`src/rtl/mu0_control.sv`:
```
// ---------------------------------------------------------------------------
// mu0_control
//   Control FSM for the MU0 processor (16-bit instruction, 12-bit address).
//   It steps the shared datapath (PC, IR, ACC, ALU, address and operand muxes)
//   through FETCH and EXECUTE phases and drives the memory request lines.
//   The opcode F is IR[15:12]. N and Z are the ACC flags.
//
//   Optional feature: define MU0_MEMWAIT_EN to make memory states wait for
//   mem_ready. Without it, mem_ready is ignored and every state takes one
//   cycle, so CPI is 2.
//
// Ports
//   clk        in   system clock; all state changes on the rising edge
//   reset      in   synchronous, active-high reset (state goes to FETCH)
//   F[3:0]     in   opcode from IR[15:12]
//   N          in   ACC negative flag (ACC[15])
//   Z          in   ACC zero flag (ACC == 0)
//   mem_ready  in   memory done strobe (used only with MU0_MEMWAIT_EN)
//   addr_sel   out  address mux: 0 = PC, 1 = IR[11:0]
//   x_sel      out  ALU X mux: 0 = ACC, 1 = PC
//   y_sel      out  ALU Y mux: 0 = memory Din, 1 = IR[11:0]
//   alu_fs     out  ALU function: 00 = Y, 01 = X+Y, 10 = X+1, 11 = X-Y
//   acc_ce     out  ACC load enable
//   pc_ce      out  PC load enable
//   ir_ce      out  IR load enable
//   acc_oe     out  ACC drives memory Dout
//   mem_rq     out  memory request
//   rnw        out  1 = read, 0 = write (meaningful while mem_rq = 1)
//   fetch      out  high in the FETCH state (trace)
//   halted     out  high in the HALT state
// ---------------------------------------------------------------------------
module mu0_control #(
  parameter int ALU_FS_W = 2
) (
  input  logic                clk,
  input  logic                reset,
  input  logic [3:0]          F,
  input  logic                N,
  input  logic                Z,
  input  logic                mem_ready,
  output logic                addr_sel,
  output logic                x_sel,
  output logic                y_sel,
  output logic [ALU_FS_W-1:0] alu_fs,
  output logic                acc_ce,
  output logic                pc_ce,
  output logic                ir_ce,
  output logic                acc_oe,
  output logic                mem_rq,
  output logic                rnw,
  output logic                fetch,
  output logic                halted
);

  typedef enum logic [1:0] {
    S_FETCH   = 2'b00,
    S_EXECUTE = 2'b01,
    S_HALT    = 2'b10
  } state_t;

  localparam logic [ALU_FS_W-1:0] FS_Y    = 2'b00;
  localparam logic [ALU_FS_W-1:0] FS_ADD  = 2'b01;
  localparam logic [ALU_FS_W-1:0] FS_INC  = 2'b10;
  localparam logic [ALU_FS_W-1:0] FS_SUB  = 2'b11;

  localparam logic [3:0] OP_LDA = 4'h0;
  localparam logic [3:0] OP_STA = 4'h1;
  localparam logic [3:0] OP_ADD = 4'h2;
  localparam logic [3:0] OP_SUB = 4'h3;
  localparam logic [3:0] OP_JMP = 4'h4;
  localparam logic [3:0] OP_JGE = 4'h5;
  localparam logic [3:0] OP_JNE = 4'h6;
  localparam logic [3:0] OP_STP = 4'h7;

  state_t state, state_nxt;

  // High while a memory access is outstanding and the state must hold.
  logic mem_wait;

`ifdef MU0_MEMWAIT_EN
  assign mem_wait = mem_rq & ~mem_ready;
`else
  assign mem_wait = 1'b0;
  logic unused_mem_ready;
  assign unused_mem_ready = mem_ready;
`endif

  // State register.
  always_ff @(posedge clk) begin
    if (reset) state <= S_FETCH;
    else       state <= state_nxt;
  end

  // Next-state and output decode.
  always_comb begin
    addr_sel  = 1'b0;
    x_sel     = 1'b0;
    y_sel     = 1'b0;
    alu_fs    = FS_Y;
    acc_ce    = 1'b0;
    pc_ce     = 1'b0;
    ir_ce     = 1'b0;
    acc_oe    = 1'b0;
    mem_rq    = 1'b0;
    rnw       = 1'b1;
    fetch     = 1'b0;
    halted    = 1'b0;
    state_nxt = state;

    unique case (state)
      S_FETCH: begin
        // Read the instruction at PC into IR, and increment PC through the ALU.
        addr_sel  = 1'b0;
        mem_rq    = 1'b1;
        rnw       = 1'b1;
        ir_ce     = 1'b1;
        x_sel     = 1'b1;
        alu_fs    = FS_INC;
        pc_ce     = 1'b1;
        fetch     = 1'b1;
        state_nxt = S_EXECUTE;
      end

      S_EXECUTE: begin
        state_nxt = S_FETCH;
        case (F)
          OP_LDA: begin
            addr_sel = 1'b1;
            mem_rq   = 1'b1;
            rnw      = 1'b1;
            y_sel    = 1'b0;
            alu_fs   = FS_Y;
            acc_ce   = 1'b1;
          end
          OP_STA: begin
            addr_sel = 1'b1;
            mem_rq   = 1'b1;
            rnw      = 1'b0;
            acc_oe   = 1'b1;
          end
          OP_ADD, OP_SUB: begin
            addr_sel = 1'b1;
            mem_rq   = 1'b1;
            rnw      = 1'b1;
            x_sel    = 1'b0;
            y_sel    = 1'b0;
            alu_fs   = (F == OP_SUB) ? FS_SUB : FS_ADD;
            acc_ce   = 1'b1;
          end
          OP_JMP, OP_JGE, OP_JNE: begin
            // The flags show ACC as it is now. No instruction changes ACC
            // in the same cycle as a jump, so no forwarding is needed.
            if ((F == OP_JMP) || (F == OP_JGE && !N) || (F == OP_JNE && !Z)) begin
              y_sel  = 1'b1;
              alu_fs = FS_Y;
              pc_ce  = 1'b1;
            end
          end
          OP_STP: begin
            state_nxt = S_HALT;
          end
          default: begin
            // Reserved opcodes behave as NOP: nothing is enabled and no memory
            // request is made.
          end
        endcase
      end

      S_HALT: begin
        halted    = 1'b1;
        rnw       = 1'b0;
        state_nxt = S_HALT;
      end

      default: begin
        // The unused encoding 2'b11 recovers to FETCH.
        rnw       = 1'b0;
        state_nxt = S_FETCH;
      end
    endcase

    // Wait state: keep the request lines and muxes asserted, and hold the
    // register enables and the state until memory is ready.
    if (mem_wait) begin
      acc_ce    = 1'b0;
      pc_ce     = 1'b0;
      ir_ce     = 1'b0;
      state_nxt = state;
    end

    // Reset overrides everything. No enable can fire in a cycle that is
    // being aborted.
    if (reset) begin
      addr_sel = 1'b0;
      x_sel    = 1'b0;
      y_sel    = 1'b0;
      alu_fs   = FS_Y;
      acc_ce   = 1'b0;
      pc_ce    = 1'b0;
      ir_ce    = 1'b0;
      acc_oe   = 1'b0;
      mem_rq   = 1'b0;
      rnw      = 1'b0;
      fetch    = 1'b0;
      halted   = 1'b0;
    end
  end

endmodule
```
`config.mk`:
```
export PLATFORM = sky130hd
export DESIGN_NAME = mu0_control
export DESIGN_NICKNAME = d
export VERILOG_FILES = /design/src/rtl/mu0_control.sv
export SDC_FILE = /design/constraint.sdc
export NUM_CORES = 1
export LEC_CHECK = 0
export CORE_AREA = 2 2 39 41
export CTS_CLUSTER_SIZE = 25
export DETAILED_ROUTE_END_ITERATION = 6
export DIE_AREA = 0 0 41 43
export PLACE_DENSITY = 0.54
export SKIP_LAST_GASP = 1
export SLEW_MARGIN = 20
export SYNTH_ARGS = -nofsm -noshare
export SYNTH_HDL_FRONTEND = slang
export SYNTH_SLANG_ARGS = --single-unit
```
`constraint.sdc`:
```
create_clock -name clk -period 2.6 [get_ports clk]
set_input_delay 0.39 -clock clk [delete_from_list [all_inputs] [get_ports clk]]
set_output_delay 0.39 -clock clk [all_outputs]
set_load 0.05 [all_outputs]
```
Word-level counts from Yosys, hierarchy flattened. Cells that the tools add are included.

Register bits: 2. Output and inout port bits: 13.

Reductions and logical operators: 12. Equality and inequality tests: 9. Muxes and demuxes: 30.

Operators by type and width (count): two-way mux 1 bit (21); == test 4 x 3 -> 1 bit, second input constant (4); == test 4 x 2 -> 1 bit, second input constant (2); two-way mux 2 bit (4); one-hot mux 1 bit (2 select lines) (3); one-hot mux 2 bit (3 select lines) (1); OR reduction 3 bit (2); == test 4 x 1 -> 1 bit, second input constant (1); zero test 4 bit (1); one-hot mux 2 bit (2 select lines) (1); OR reduction 4 bit (1); == test 2 x 1 -> 1 bit, second input constant (1); == test 2 bit, second input constant (1); logical AND 1 bit (2); zero test 1 bit (2); zero test 2 bit (1); logical OR 1 bit (2); OR reduction 2 bit (1).

Depth between registers and ports, before layout. Gate-level depths: netlist of run 1.

Depth in word-level cells: 8. Mapped depth: 4. Mapped depth without buffers: 3.

Worst setup path after synthesis of run 1. No wires, ideal clock.

Path kind: input -> output. From: input port Z. To: output port pc_ce. Required time: 2210 ps. Data arrival time: 2206 ps. Path buffers: 0. Stages: 3. Path slack: 4 ps. Cell sequence: a21oi_1 > o21ai_0 > o41ai_1.

Longest elaborated chain between the ends: 7.

RTL lines: start, declared (RTL line 39) `input logic Z,`; zero test 1 bit (RTL line 153) `if ((F == OP_JMP) || (F == OP_JGE && !N) || (F == OP_JNE && !Z)) begin`; logical AND 1 bit (RTL line 153); logical OR 1 bit (RTL line 153); two-way mux 1 bit (RTL line 153); two-way mux 1 bit (RTL line 126) `case (F)`; one-hot mux 1 bit (2 select lines) (RTL line 110) `unique case (state)`; two-way mux 1 bit (RTL line 193) `if (reset) begin`; end, declared (RTL line 46) `output logic pc_ce,`.

No other way between the ends.

Worst setup path after layout of run 1.
From: input port F[3]. To: output port acc_oe.

Longest elaborated chain between the ends: 4.

RTL lines: start, declared (RTL line 37) `input logic [3:0] F,`; == test 4 x 1 -> 1 bit (RTL line 126); two-way mux 1 bit (RTL line 126); two-way mux 1 bit (RTL line 110); two-way mux 1 bit (RTL line 193); end, declared (RTL line 48) `output logic acc_oe,`.

No other way between the ends.

==> results_dict.tcl, run 1 <==
set metrics [dict create \
    htreeDepth 1 \
    synth_top_area_share_pct 20.0 \
    largest_register "state" \
    grt-ovfl-total 0 \
    rows 14 \
    start_util_pct 14.5 \
    cp-start-kind "input pin" \
    met1Wirelength_um 261 \
    syn_area_sq_um 200 \
    antenna_cells 0 \
    fin_crit_ps 2340 \
    max_cap_viol_count 0 \
    fin_setup_tns_ps 0 \
    worst_ep_required_time_ps 2210 \
    synth_nets 40 \
    final_nets 62 \
    hold_class "flop to flop" \
    syn_inst 31 \
    rsz0062_at_grt "false" \
    cts.sinks 2 \
    vias 265 \
    cp-end-kind "output pin" \
    ys_ff_latch 2 \
    place_congestion 0.680 \
    crit_arrival_ps 1950 \
    post_cts_buffers 0 \
    syn_area_per_cell_sq_um 6.46 \
    slew_headroom_pct 63.4 \
    track_usage_pct 7.01 \
    maxSlewViolCount 0 \
    cts-resized-gates 0 \
    wl_met3_um 44 \
    finalHoldViolations 0 \
    io_buffers 20 \
    vdd_drop_max_mv 0.0976 \
    die_x_um 41 \
    drtPass1Iterations 4 \
    cts-buffers-inserted 3 \
    setup.worst_path.class "input pin to output pin" \
    highest_layer "met3" \
    wl_met2_um 249 \
    antenna_found_initial 0 \
    wire_per_inst_um 8.28 \
    clkLatencyLatePin_ps 220 \
    layout_commonest_cell "buf_12" \
    yosysWarnings 0 \
    tritoncts "built" \
    hold_buffers 0 \
    grt_pass1_vias 213 \
    tightest_slew_ps 542 \
    ys_seq_area_share_pct 20.0 \
    drtIter0Drc 3 \
    drc 0 \
    p_per_area_mw_per_mm2 384 \
    post-route-period-util_pct 90.0 \
    dp_hpwl_um 481 \
    largest_register_ffs 2 \
    viasPerCell 3.96 \
    fp.dieH_um 43 \
    final_cell_mix "buf_12, clkdlybuf4s50_1, inv_1, nor2_1, clkbuf_4" \
    root_buffer "clkbuf_4" \
    grt_max_degree 8 \
    cts_buffer_depth 2 \
    ys_top_cells_by_area "dfxtp_1, inv_1, nor2_1" \
    utilization_pct 39.1 \
    synth_cell_types 17 \
    setup_viol 0 \
    drtAntennaViolNets 0 \
    path_clk_slew_ps 30 \
    reg_top3 "state x2" \
    synth_area_leader_cell "dfxtp_1" \
    drive_gt1_share_pct 35.3 \
    core_sq_mm 0.00138 \
    die_area_sq_mm 0.00176 \
    run_status "finished, final reports clean" \
    timing.fmax_mhz 427 \
    grt_pass1_wl_um 862 \
    synthToLayoutAreaGrowth_pct 170 \
    finalWirelength_um 555 \
    finClkSkew_ps 3.38 \
    io_pins 22 \
    cp_max_fo 6 \
    leakagePower_nw 0.241 \
]
==> synth_stat cells <==
library cell,n
a211oi_1,1
a21oi_1,2
buf_2,1
buf_4,2
dfxtp_1,2
inv_1,5
nand2_1,2
nand2b_1,1
nor2_1,5
nor2b_1,2
nor4_1,1
o21ai_0,1
o21ai_2,1
o41ai_1,1
or2b_1,1
or3_2,1
or4_1,2
==> final timing paths <==
kind | start | endpoint | slack (ps) | cells past startpoint
min reg2reg | state[0] | state[1] | 570 | 2
max reg2reg | state[0] | state[1] | 1470 | 3
max | F[3] | acc_oe | 260 | 5
min | state[0] | state[1] | 570 | 2
==> cells by family after synthesis <==
logic type,after synthesis,share of synthesized area [%]
compound gates,6,20.0
buf+inv,8,19.4
flops,2,20.0
simple gates,15,40.6
==> area by class of cell <==
class | instances | area (sq um)
Fill cell | 147 | 843
Timing Repair Buffer | 20 | 318
Multi-Input combinational cell | 21 | 121
Sequential cell | 2 | 40.0
Clock buffer | 3 | 22.5
Tap cell | 16 | 20.0
Inverter | 5 | 18.8
==> through the flow <==
step | hold slack, ps | area [sq um] | instances | worst slack, ps | total power [W]
finish | 567 | 541 | 67 | 260 | 0.000208
global route | 621 | 541 | 67 | 153 | 0.000221
CTS | 575 | 541 | 67 | 253 | 0.000213
detailed placement | 561 | 518 | 64 | 263 | 0.000143
global placement | 554 | 518 | 64 | 247 | 0.000143
floorplan | 459 | 200 | 31 | 4.10 | 0.0000862
==> where the power goes <==
part           switching, W  internal [W]
Sequential       0.00000106     0.0000324
Combinational     0.0000571     0.0000515
Clock             0.0000148     0.0000507
Total             0.0000730      0.000135
==> routing by layer <==
layer / global-route usage [%] / up-vias
met3: 1.57 / 0
met1: 10.5 / 108
li1: - / 145
met2: 8.75 / 12
met4: 4.00 / 0
met5: 0 / -
==> critical path, cell delays in order <==
cell             delay, ps
clkdlybuf4s50_1        420
nand2b_1               200
or4_1                  530
nor2b_1                240
buf_12                 170
No activity file was read; power rests on OpenSTA's default activity.
==> run 2: changes to the inputs <==
==> constraint.sdc (replaced) <==
create_clock -name clk -period 2.6 [get_ports clk]
set_input_delay 0.39 -clock clk [delete_from_list [all_inputs] [get_ports clk]]
set_output_delay 0.39 -clock clk [all_outputs]
set_load 0.01 [all_outputs]
==> results_dict.tcl, run 2 (synthesized netlist as in run 1, its figures left out) <==
set metrics [dict create \
    antenna_cells 0 \
    layout_commonest_cell "clkdlybuf4s50_1" \
    p_per_area_mw_per_mm2 349 \
    worst_ep_required_time_ps 2210 \
    cp_max_fo 6 \
    design_area_sq_um 459 \
    rsz0062_at_grt "false" \
    io_pins 22 \
    regArea_sq_um 40.0 \
    drtPass1Iterations 4 \
    tritoncts "built" \
    finalWirelength_um 596 \
    synthToLayoutAreaGrowth_pct 129 \
    reg_top3 "state x2" \
    leakagePower_nw 0.218 \
    core_sq_mm 0.00138 \
    timing.fmax_mhz 398 \
    finClkSkew_ps 3.58 \
    p_total_w 0.000160 \
    setup.worst_path.class "input pin to output pin" \
    vias 282 \
    crit_arrival_ps 2120 \
    max_cap_viol_count 0 \
    place_congestion 0.761 \
    path_clk_slew_ps 30 \
    worst_path_largest_cell_delay_ps 540 \
    cpMostUsedCell "clkdlybuf4s50_1" \
    final_nets 66 \
    die_area_sq_mm 0.00176 \
    setup_viol 0 \
    fp.dieH_um 43 \
    start_util_pct 14.5 \
    drc 0 \
    drtIter0Drc 1 \
    drtAntennaViolNets 0 \
    whs_ps 567 \
    dp_hpwl_um 501 \
    grt-ovfl-total 0 \
    run_status "finished, final reports clean" \
    die_x_um 41 \
    io_buffers 20 \
    root_buffer "clkbuf_4" \
    finalHoldViolations 0 \
    tightest_slew_ps 289 \
    antenna_found_initial 0 \
    fin_ws_ps 88.8 \
    fin_crit_ps 2510 \
    cts.sinks 2 \
    cts_buffer_depth 2 \
    rows 14 \
    track_usage_pct 8.52 \
    post_cts_buffers 0 \
    wire_per_inst_um 8.39 \
    critPathTopFamily "buffers and inverters" \
    dp_slack_ps 7.01 \
    htreeDepth 1 \
    grt_pass1_wl_um 931 \
    placed_area_sq_um 430 \
    multiInputGateArea_sq_um 125 \
    cp_slowest_cell "clkdlybuf4s50_1" \
    grt_pass1_vias 220 \
    cts-resized-gates 1 \
    hold_class "flop to flop" \
    hold_buffers 0 \
    drive_gt1_share_pct 18.2 \
    post-route-period-util_pct 96.6 \
    grt_max_degree 8 \
    viasPerCell 3.97 \
    largest_register "state" \
    fill_cells 161 \
    maxSlewViolCount 0 \
    cp-end-kind "output pin" \
    clkLatencyLatePin_ps 230 \
    slew_headroom_pct 80.5 \
    utilization_pct 33.2 \
    largest_register_ffs 2 \
    cp.buffers_inverters 2 \
    crit_chain "clkdlybuf4s50_1 -> nand2b_1 -> or4_4 -> o21ai_2 -> clkdlybuf4s50_1" \
    cts-buffers-inserted 3 \
    final_cell_mix "clkdlybuf4s50_1, inv_1, nor2_1" \
    cp-start-kind "input pin" \
    vdd_drop_max_mv 0.0974 \
]
==> run 2: cell types whose count changed in the layout (fill, tap and decap cells not counted), sizes merged <==
cell / change
clkdlybuf4s50: +12
dlymetal6s2s: +1
buf: -9
==> run 2: final timing paths <==
| path | from | endpoint | depth (start not counted) | slack, ps |
|---|---|---|---|---|
| setup / recovery | F[3] | alu_fs[1] | 5 | 90 |
| hold / removal | state[0] | state[1] | 2 | 570 |
| setup reg to reg | state[0] | state[1] | 4 | 1380 |
| hold reg to reg | state[0] | state[1] | 2 | 570 |
==> run 2: metrics by stage <==
step	setup TNS, ps	std cells
3_5_place_dp	0	68
5_1_grt	0	71
4_1_cts	0	71
3_3_place_gp	-8.08	68
6_report	0	71
2_1_floorplan	0	31
==> run 2: layout make-up <==
class / instances / area share, %
Tap cell: 16 / 4.36
Timing Repair Buffer: 24 / 50.7
Inverter: 5 / 4.09
Multi-Input combinational cell: 21 / 27.2
Sequential cell: 2 / 8.72
Clock buffer: 3 / 4.90
==> run 2: where the power goes <==
part / internal [W] / switching, W / total [W] / leakage, nW
Clock: 0.0000510 / 0.0000185 / 0.0000696 / 0.0138
Combinational: 0.0000352 / 0.0000219 / 0.0000571 / 0.187
Sequential: 0.0000324 / 0.00000102 / 0.0000334 / 0.0165
==> run 2: metal layers <==
layer  GRT usage, %  wire length [um]  up-vias  part of all wire [%]
li1               -                 -      150                     -
met1           10.9               279      120                    47
met2           9.38               265       12                    44
met3           4.71                50        0                   8.4
met4           8.00                 0        0                     0
met5              0                 0        -                     0
==> run 2: worst min-delay path, stage by stage, from the launching register on <==
cell and delay, ps:
dfxtp_1 330, or2b_1 130, a21oi_1 60
==> run 3: changes to the inputs <==
--- a/config.mk
+++ b/config.mk
@@ -6,6 +6,7 @@
 export NUM_CORES = 1
 export LEC_CHECK = 0
 export CORE_AREA = 2 2 39 41
+export CTS_CLUSTER_DIAMETER = 60
 export CTS_CLUSTER_SIZE = 25
 export DETAILED_ROUTE_END_ITERATION = 6
 export DIE_AREA = 0 0 41 43
==> results of run 3 <==
Final layout, timing and power as in run 2 (identical DEF).
